$ cat config.mk
export PLATFORM = sky130hd
export DESIGN_NAME = pipeline_hazard_control
export DESIGN_NICKNAME = d
export VERILOG_FILES = /design/src/rtl/pipeline_hazard_control_pkg.sv /design/src/rtl/pipeline_hazard_control_hazard_detect.sv /design/src/rtl/pipeline_hazard_control.sv
export SDC_FILE = /design/constraint.sdc
export NUM_CORES = 1
export LEC_CHECK = 0
export ABC_CLOCK_PERIOD_IN_PS = 3400
export CAP_MARGIN = 0
export CORE_MARGIN = 5
export CORE_UTILIZATION = 50
export CTS_CLUSTER_DIAMETER = 30
export DETAILED_ROUTE_END_ITERATION = 8
export DONT_BUFFER_PORTS = 1
export PLACE_DENSITY = 0.71
export SETUP_SLACK_MARGIN = 0.3
export SLEW_MARGIN = 20
export SYNTH_ARGS = -nofsm -noshare
export SYNTH_HDL_FRONTEND = slang
export SYNTH_SLANG_ARGS = --single-unit
export TNS_END_PERCENT = 50
$ cat constraint.sdc
create_clock -name clk -period 3.4 [get_ports clk]
set_input_delay 0.34 -clock clk [delete_from_list [all_inputs] [get_ports clk]]
set_output_delay 0.34 -clock clk [all_outputs]
set_load 0.1 [all_outputs]
$ cat src/rtl/pipeline_hazard_control_pkg.sv
// Shared definitions for the pipeline hazard sequencer: FSM states, opcodes, control bundle.
package pipeline_hazard_control_pkg;

  // 2-bit sequencer state encoding
  typedef enum logic [1:0] {
    StRun     = 2'd0,
    StMemWait = 2'd1,
    StDrain   = 2'd2,
    StHalted  = 2'd3
  } state_e;

  // Opcodes of the instructions whose behaviour this block sequences
  localparam logic [3:0] OpLw  = 4'h8;
  localparam logic [3:0] OpSw  = 4'h9;
  localparam logic [3:0] OpHlt = 4'hf;

  // Every pipeline-register control strobe the sequencer produces in one cycle
  typedef struct packed {
    logic pc_en;
    logic fd_en;
    logic de_en;
    logic xm_en;
    logic mw_en;
    logic fd_flush;
    logic de_flush;
    logic mw_flush;
    logic halted;
  } ctrl_t;

endpackage

$ cat src/rtl/pipeline_hazard_control_hazard_detect.sv
// Combinational load-use comparator between the decode sources and the load in DE.
module pipeline_hazard_control_hazard_detect (
  input  logic [3:0] id_rs,
  input  logic [3:0] id_rt,
  input  logic       id_uses_rs,
  input  logic       id_uses_rt,
  input  logic       de_mem_read,
  input  logic [3:0] de_write_reg,
  output logic       load_use
);

  logic rs_hit;
  logic rt_hit;

  assign rs_hit = id_uses_rs && (id_rs == de_write_reg);
  assign rt_hit = id_uses_rt && (id_rt == de_write_reg);
  // r0 is hardwired zero, so a load into it never creates a dependency
  assign load_use = de_mem_read && (de_write_reg != 4'd0) && (rs_hit || rt_hit);

endmodule

$ cat src/rtl/pipeline_hazard_control.sv
// Central sequencer for the FD/DE/XM/MW pipeline registers and the PC.
module pipeline_hazard_control
  import pipeline_hazard_control_pkg::*;
#(
  parameter int unsigned DRAIN_CYCLES = 2,
  parameter int unsigned CNT_W        = 16
) (
  input  logic             clk,
  input  logic             rst,
  input  logic [3:0]       id_rs,
  input  logic [3:0]       id_rt,
  input  logic             id_uses_rs,
  input  logic             id_uses_rt,
  input  logic             de_mem_read,
  input  logic [3:0]       de_write_reg,
  input  logic             branch_taken,
  input  logic             hlt_xm,
  input  logic             mem_req_xm,
  input  logic             mem_ready,
  output logic             pc_en,
  output logic             fd_en,
  output logic             de_en,
  output logic             xm_en,
  output logic             mw_en,
  output logic             fd_flush,
  output logic             de_flush,
  output logic             mw_flush,
  output logic             halted,
  output logic [CNT_W-1:0] stall_cnt
);

  localparam int unsigned DrainW = (DRAIN_CYCLES > 2) ? $clog2(DRAIN_CYCLES) : 1;

  state_e            state_q, state_d;
  logic [DrainW-1:0] drain_q, drain_d;
  logic [CNT_W-1:0]  cnt_q;
  ctrl_t             ctrl;
  logic              load_use;
  logic              mem_stall;

  pipeline_hazard_control_hazard_detect u_hazard_detect (
    .id_rs        (id_rs),
    .id_rt        (id_rt),
    .id_uses_rs   (id_uses_rs),
    .id_uses_rt   (id_uses_rt),
    .de_mem_read  (de_mem_read),
    .de_write_reg (de_write_reg),
    .load_use     (load_use)
  );

  // The XM access is outstanding until memory reports ready
  assign mem_stall = mem_req_xm && !mem_ready;

  // Next-state and per-stage strobes from state and hazard inputs
  always_comb begin
    ctrl    = '0;
    state_d = state_q;
    drain_d = drain_q;
    if (rst) begin
      ctrl.fd_flush = 1'b1;
      ctrl.de_flush = 1'b1;
      ctrl.mw_flush = 1'b1;
      state_d       = StRun;
    end else begin
      unique case (state_q)
        StRun, StMemWait: begin
          if (mem_stall) begin
            // Freeze everything up to XM; MW drains a bubble
            ctrl.mw_en    = 1'b1;
            ctrl.mw_flush = 1'b1;
            state_d       = StMemWait;
          end else if (hlt_xm) begin
            // Stop fetching and squash the younger instructions behind HLT
            ctrl.fd_en    = 1'b1;
            ctrl.de_en    = 1'b1;
            ctrl.xm_en    = 1'b1;
            ctrl.mw_en    = 1'b1;
            ctrl.fd_flush = 1'b1;
            ctrl.de_flush = 1'b1;
            drain_d       = DrainW'(DRAIN_CYCLES - 1);
            state_d       = StDrain;
          end else if (load_use) begin
            // Hold PC/FD, insert a bubble into DE; any branch re-resolves next cycle
            ctrl.de_en    = 1'b1;
            ctrl.xm_en    = 1'b1;
            ctrl.mw_en    = 1'b1;
            ctrl.de_flush = 1'b1;
            state_d       = StRun;
          end else begin
            ctrl.pc_en    = 1'b1;
            ctrl.fd_en    = 1'b1;
            ctrl.de_en    = 1'b1;
            ctrl.xm_en    = 1'b1;
            ctrl.mw_en    = 1'b1;
            ctrl.fd_flush = branch_taken;
            state_d       = StRun;
          end
        end
        StDrain: begin
          ctrl.xm_en = 1'b1;
          ctrl.mw_en = 1'b1;
          if (drain_q == '0) begin
            state_d = StHalted;
          end else begin
            drain_d = drain_q - DrainW'(1);
          end
        end
        StHalted: begin
          ctrl.halted = 1'b1;
        end
        default: begin
          state_d = StRun;
        end
      endcase
    end
  end

  // State and drain counter registers
  always_ff @(posedge clk) begin
    if (rst) begin
      state_q <= StRun;
      drain_q <= '0;
    end else begin
      state_q <= state_d;
      drain_q <= drain_d;
    end
  end

  // Saturating count of cycles with the PC held, excluding the halted state
  always_ff @(posedge clk) begin
    if (rst) begin
      cnt_q <= '0;
    end else if (!ctrl.pc_en && (state_q != StHalted) && (cnt_q != '1)) begin
      cnt_q <= cnt_q + CNT_W'(1);
    end
  end

  assign pc_en     = ctrl.pc_en;
  assign fd_en     = ctrl.fd_en;
  assign de_en     = ctrl.de_en;
  assign xm_en     = ctrl.xm_en;
  assign mw_en     = ctrl.mw_en;
  assign fd_flush  = ctrl.fd_flush;
  assign de_flush  = ctrl.de_flush;
  assign mw_flush  = ctrl.mw_flush;
  assign halted    = ctrl.halted;
  assign stall_cnt = cnt_q;

endmodule

==> impl_metrics.yaml, run 1 <==
outcome:
  status: "finished, final reports clean"
cts:
  cts.clk_slew.worst_paths_ps: 110
  cts_sinks: 19
  cts-root-buf: "clkbuf_4"
  h-tree-depth: 1
  cts-resized-gates: 0
  cts_buffer_depth: 2
  cts_setup_buffers: 0
  numCtsBuffers: 3
  ctsHoldBuffers: 0
  worstSkewPairLatency_ps: 290
  cts_tree: "yes"
final_layout:
  fillCellCount: 210
  seqCellArea_sq_um: 380
  drive_above_1_share: 0.271
  utilization: 0.630
  syn_to_final_growth_pct: 18.5
  fin_cells: 194
  n_antenna_cell: 0
  fin_nets: 189
  multiInputGateArea_sq_um: 788
setup_path:
  crit_top_cell: "buf_4"
  critPathMaxStageDelay_ps: 550
  endpoint_kind: "output pin"
  r2r_start: "state_q[1]$_SDFFE_PP0P_"
  critPathLaunchType: "flip-flop"
  crit_slowest_cell: "and4b_2"
  cp_data_required_time_ps: 3060
  critPathLaunch: "state_q[1]$_SDFFE_PP0P_"
  critical_path_arrival_ps: 2350
  cp_max_fo: 24
  critPathKind: "flip-flop to output pin"
  cp_cell_sequence: "inv_1, nand2_1, nor2_2, buf_4, and4b_2, buf_4"
pwr:
  total_power_uw: 509
  power.internal_uw: 313
  max-vdd-ir-drop_uv: 360
  comb_power_share: 0.306
  power.density_nw_per_um2: 358
  sw_frac_of_total: 0.386
  switching_power_uw: 197
  seqPwrFrac: 0.468
  power_frac_clock: 0.226
  p_leak_nw: 0.518
timing:
  final-max-slew-violation-count: 0
  finalCritPeriodShare: 0.791
  worst_pin_slew_ps: 1070
  finalSetupTns_ps: 0
  holdWs_ps: 98.9
  slew_headroom: 0.288
  finalCriticalPeriod_ps: 2690
  fin_skew_ps: 3.29
  finalHoldViolCount: 0
  setup_viol: 0
  max_freq_ghz: 0.372
  rsz0062_at_grt: "no"
synthesis:
  synthCells: 147
  synthArstFlopShare: 0
  synthSimpleGateAreaFrac: 0.337
  syn_area_sq_um: 1200
  synth_top_family_by_area: "simple AND/OR/NAND/NOR gates"
  ys_warn_count: 0
  synth-compound-area-share: 0.150
  synth-seq-area-share: 0.317
  syn_area_per_cell_sq_um: 8.16
  synth_seq_cells: 19
  synthXorXnorAreaFrac: 0.0584
  synth-edff-count: 0
  yosysUniqueCellTypes: 37
  synthesis.nets: 169
  muxShareOfSynthArea: 0.0740
  synth_fa_ha_area_frac: 0.0104
  synth_flop_cell: "dfxtp_1"
detailed_routing:
  vias: 1155
  viasPerCell: 5.95
  drc: 0
  drt-pass1-iter-count: 4
  drt-total-wl_mm: 2.88
  drt-wirelength-per-cell_um: 14.8
  ant_nets: 0
  first_iter_violations: 28
global_route:
  grt_max_degree: 34
  grt_antenna_before_repair: 0
  grt-ovfl-total: 0
  grt_usage: 0.177
  grt_pass1_wl_mm: 4.89
  grt_pass1_vias: 1146
hold_path:
  hp-class: "primary input to flip-flop"
  hold_start: "rst"
placement:
  dp_cells: 190
  io_buffer_count: 0
  gp_congestion: 0.791
  hpwl_mm: 2.23
floorplanning:
  start_util: 0.532
  die_height_um: 59.0
  die_x_um: 59.0
  core-area_sq_um: 2250
  row_count: 17
  io_pins: 46
  die_area_sq_um: 3480
run:
  drv_cap: 0
worst max-delay path: cells and delay by family, from the launching register on:
kind / cells / cell delay, ps
flip-flops: 1 / 440
buffers and inverters: 3 / 800
AND/OR/NAND/NOR: 3 / 800
per-stage QoR:
step | setup WS (ps) | cell area [sq um]
after floorplan | 445 | 1210
after global placement | 1080 | 1390
after detailed placement | 1010 | 1390
after CTS | 735 | 1410
after global routing | 578 | 1420
final | 710 | 1420
final timing paths:
check / cells past startpoint / endpoint / slack [ps]
worst max-delay path: 6 / pc_en / 710
worst min register to register: 2 / drain_q$_SDFFE_PP0P_ / 490
worst max register to register: 7 / stall_cnt[7]$_SDFFE_PP0P_ / 920
worst min-delay path: 1 / state_q[1]$_SDFFE_PP0P_ / 100
cell type report:
class	instances	area share
clock buffers	4	0.0185
flip-flops and latches	19	0.268
inverters	3	0.00792
repair buffers	24	0.127
well taps	28	0.0246
multi-input cells	116	0.555
power groups by stage:
| stage | clock network [mW] | registers, mW | logic (mW) |
|---|---|---|---|
| finish | 0.115 | 0.239 | 0.156 |
| global route | 0.131 | 0.240 | 0.163 |
| CTS | 0.122 | 0.238 | 0.156 |
| detailed placement | 0 | 0.243 | 0.156 |
| global placement | 0 | 0.242 | 0.153 |
| floorplan | 0 | 0.274 | 0.103 |
sequential cells by signal, summed over array words and instances (netlist names):
signal,count
stall_cnt,16
state_q,2
drain_q,1
kinds of logic (layout without fill, tap and decap cells):
logic type	after synthesis	after routing
compound gates	28	28
xor+xnor	8	8
simple gates	71	71
flops	19	19
mux	8	8
fa+ha+maj	1	1
buf+inv	12	31
layout by cell type, fill, tap and decap left out, types with 2 or more instances in the layout:
| cell | instances |
|---|---|
| buf_4 | 24 |
| nor4b_1 | 2 |
| xor2_1 | 6 |
| or3_1 | 2 |
| nand2b_1 | 3 |
| dfxtp_1 | 19 |
| mux2_2 | 7 |
| inv_1 | 3 |
| xnor2_1 | 2 |
| nand3_1 | 3 |
| nor2b_1 | 7 |
| o31ai_1 | 5 |
| nand2_1 | 10 |
| nor4_1 | 4 |
| nor3_1 | 2 |
| a21oi_1 | 11 |
| o21bai_2 | 3 |
| o21ai_0 | 3 |
| nand4_1 | 8 |
| or4_1 | 7 |
| clkbuf_4 | 3 |
| nor2_1 | 13 |
| nor2_2 | 2 |
cells in the mapped netlist (all sizes together), types with 5 or more instances:
library cell  instances  area (sq um)
a21oi                13          65.1
buf                   5          37.5
dfxtp                19           380
mux2                  7          78.8
nand2                10          37.5
nand4                 8          50.1
nor2                 15          56.3
nor2b                 7          43.8
o31ai                 5          37.5
or4                   7          52.6
xor2                  6          52.6
per-layer routing:
| metal | up-vias | part of all wire | GRT usage |
|---|---|---|---|
| met5 | - | 0 | 0 |
| met4 | 0 | 0.0063 | 0.0550 |
| met3 | 2 | 0.073 | 0.0370 |
| met2 | 33 | 0.50 | 0.314 |
| met1 | 537 | 0.42 | 0.212 |
| li1 | 583 | - | - |
(Power assumes the default switching activity.)
==> run 2, diff against run 1 <==
--- a/config.mk
+++ b/config.mk
@@ -5,14 +5,14 @@
 export SDC_FILE = /design/constraint.sdc
 export NUM_CORES = 1
 export LEC_CHECK = 0
-export ABC_CLOCK_PERIOD_IN_PS = 3400
+export ABC_CLOCK_PERIOD_IN_PS = 2270
 export CAP_MARGIN = 0
 export CORE_MARGIN = 5
 export CORE_UTILIZATION = 50
 export CTS_CLUSTER_DIAMETER = 30
 export DETAILED_ROUTE_END_ITERATION = 8
 export DONT_BUFFER_PORTS = 1
-export PLACE_DENSITY = 0.71
+export PLACE_DENSITY = 0.74
 export SETUP_SLACK_MARGIN = 0.3
 export SLEW_MARGIN = 20
 export SYNTH_ARGS = -nofsm -noshare
==> constraint.sdc (replaced) <==
create_clock -name clk -period 2.27 [get_ports clk]
set_input_delay 0.227 -clock clk [delete_from_list [all_inputs] [get_ports clk]]
set_output_delay 0.227 -clock clk [all_outputs]
set_load 0.1 [all_outputs]
==> run 2 against run 1 <==
  * Combinational power is 62% higher
  * Global-route usage is 1.1 points higher
  * Core utilization is 6.4 points higher
  * Total power is 50% higher
  * Via count is 4.1% higher
  * Die area stayed put
  * Clock skew is 1.2 ps lower
  * Routed wire length is 3.6% higher
  * Sequential share of layout area is 0.58 points higher
  * First-iteration DRC count is 50% higher
  * Count of clock-buffer cells in the layout stayed put
  * Critical endpoint is now stall_cnt[7]$_SDFFE_PP0P_
==> impl_metrics.yaml, run 2 (synthesis gave the netlist of run 1 again) <==
outcome:
  status: "finished, final reports clean"
final_layout:
  final_cell_mix: "25 x buf_4, 13 x nor2_1, 11 x a21oi_1, 11 x dfxtp_4, 9 x nand2_1"
  largest_reg_flops: 16
  n_antenna_cell: 0
  drive_above_1_share: 0.435
  fin_cells: 198
  seqCellArea_sq_um: 428
  mostFrequentLayoutCell: "buf_4"
  design_area_sq_um: 1570
  fillCellCount: 193
  fin_nets: 193
  multiInputGateArea_sq_um: 842
  syn_to_final_growth_pct: 30.4
timing:
  worst_pin_slew_ps: 461
  max_freq_ghz: 0.517
  setup_viol: 0
  finalHoldViolCount: 0
  finalSetupTns_ps: 0
  finalCriticalPeriod_ps: 1930
  holdWs_ps: 77.7
  finalCritPeriodShare: 0.851
  slew_headroom: 0.692
  rsz0062_at_grt: "yes"
  setup_slack_ps: 338
  fin_skew_ps: 2.07
  final-max-slew-violation-count: 0
global_route:
  grt-ovfl-total: 0
  grt_max_degree: 24
  grt_usage: 0.188
  grt_pass1_vias: 1195
  grt_antenna_before_repair: 0
  grt_pass1_wl_mm: 5.14
pwr:
  p_leak_nw: 0.572
  power.density_nw_per_um2: 489
  max-vdd-ir-drop_uv: 400
floorplanning:
  die_area_sq_um: 3480
  row_count: 17
  die_height_um: 59.0
  core-area_sq_um: 2250
  die_x_um: 59.0
  start_util: 0.532
  io_pins: 46
setup_path:
  cp_data_required_time_ps: 2460
  worstReg2RegEnd: "stall_cnt[7]$_SDFFE_PP0P_"
  r2r_cells: 6
  critPathKind: "flip-flop to flip-flop"
  r2r_start: "state_q[1]$_SDFFE_PP0P_"
  reg2reg_slack_ps: 340
  endpoint_kind: "flip-flop"
  critPathLaunchType: "flip-flop"
  cp_max_fo: 6
  critical_path_arrival_ps: 2120
placement:
  place_area_sq_um: 1510
  dp_cells: 193
  pre_cts_slack_ps: 263
  gp_congestion: 0.822
  io_buffer_count: 0
  hpwl_mm: 2.26
hold_path:
  hold_start: "hlt_xm"
  min_path_cells: 2
  holdPathEnd: "state_q[1]$_SDFFE_PP0P_"
  hp-class: "primary input to flip-flop"
cts:
  cts_sinks: 19
  worstSkewPairLatency_ps: 290
  numCtsBuffers: 3
  cts_setup_buffers: 0
  cts_buffer_depth: 2
  cts-root-buf: "clkbuf_4"
  cts.clk_slew.worst_paths_ps: 100
  cts_tree: "yes"
  h-tree-depth: 1
detailed_routing:
  viasPerCell: 6.07
  drt-wirelength-per-cell_um: 15.1
  drt-pass1-iter-count: 4
  drc: 0
  ant_nets: 0
  first_iter_violations: 42
  drt-total-wl_mm: 2.98
  vias: 1202
run:
  drv_cap: 0
-- run 2: cell count changes in the layout (fill, tap and decap cells not counted), moves of 2 or more --
| cell | change |
|---|---|
| dfxtp_4 | +11 |
| dfxtp_1 | -16 |
| o31ai_1 | -4 |
| o31ai_2 | +4 |
| dfxtp_2 | +5 |
| buf_6 | +2 |
-- run 2: metrics by stage --
stage               power [mW]   util
finish                   0.766  0.694
global route             0.809  0.694
floorplan                0.574      -
global placement         0.595  0.669
CTS                      0.771  0.687
detailed placement       0.602  0.669
-- run 2: repair_timing --
action | CTS | global route
hold buffers | 1 | 0
endpoints found under the setup margin | 1 | 16
resized for setup | 1 | 3
hold endpoints to repair | 11 | 0
pin swaps | 0 | 1
-- run 2: metal layers --
metal / global-route usage / wire length (um) / vias up
met5: 0 / 0 / -
met4: 0.0680 / 35 / 0
met3: 0.0588 / 209 / 6
met2: 0.309 / 1410 / 42
met1: 0.229 / 1330 / 567
li1: - / - / 587
-- run 2: power breakdown --
part           internal [mW]  switching, mW
registers              0.336         0.0112
logic                 0.0641          0.188
clock network         0.0683         0.0986
-- run 2: final cells by class --
| type | count | share of cell area |
|---|---|---|
| clock buffer | 4 | 0.0168 |
| multi-input combinational | 116 | 0.538 |
| inverter | 3 | 0.00879 |
| timing repair buffer | 28 | 0.141 |
| sequential | 19 | 0.273 |
| tap | 28 | 0.0224 |
-- run 2: critical path, stage by stage, from the launching register on --
cell,delay (ps)
dfxtp_1,370
buf_4,180
nand2_1,150
and3_1,270
nand2_1,140
nor4b_1,350
mux2_2,370
-- run 2: worst max path at each step --
stage | from | end | slack, ps | cells past startpoint
4_1_cts | stall_cnt[10]$_SDFFE_PP0P_ | stall_cnt[15]$_SDFFE_PP0P_ | 310 | 5
3_3_place_gp | de_write_reg[0] | stall_cnt[13]$_SDFFE_PP0P_ | 350 | 7
6_report | state_q[1]$_SDFFE_PP0P_ | stall_cnt[7]$_SDFFE_PP0P_ | 340 | 6
2_1_floorplan | rst | halted | 150 | 3
5_1_grt | state_q[1]$_SDFFE_PP0P_ | stall_cnt[7]$_SDFFE_PP0P_ | 190 | 6
3_5_place_dp | de_write_reg[0] | stall_cnt[13]$_SDFFE_PP0P_ | 260 | 7
==> run 3, diff against run 2 <==
--- a/config.mk
+++ b/config.mk
@@ -6,7 +6,7 @@
 export NUM_CORES = 1
 export LEC_CHECK = 0
 export ABC_CLOCK_PERIOD_IN_PS = 2270
-export CAP_MARGIN = 0
+export CAP_MARGIN = 30
 export CORE_MARGIN = 5
 export CORE_UTILIZATION = 50
 export CTS_CLUSTER_DIAMETER = 30
==> results of run 3 <==
The final DEF is identical to that of run 2; final timing and power are the same.
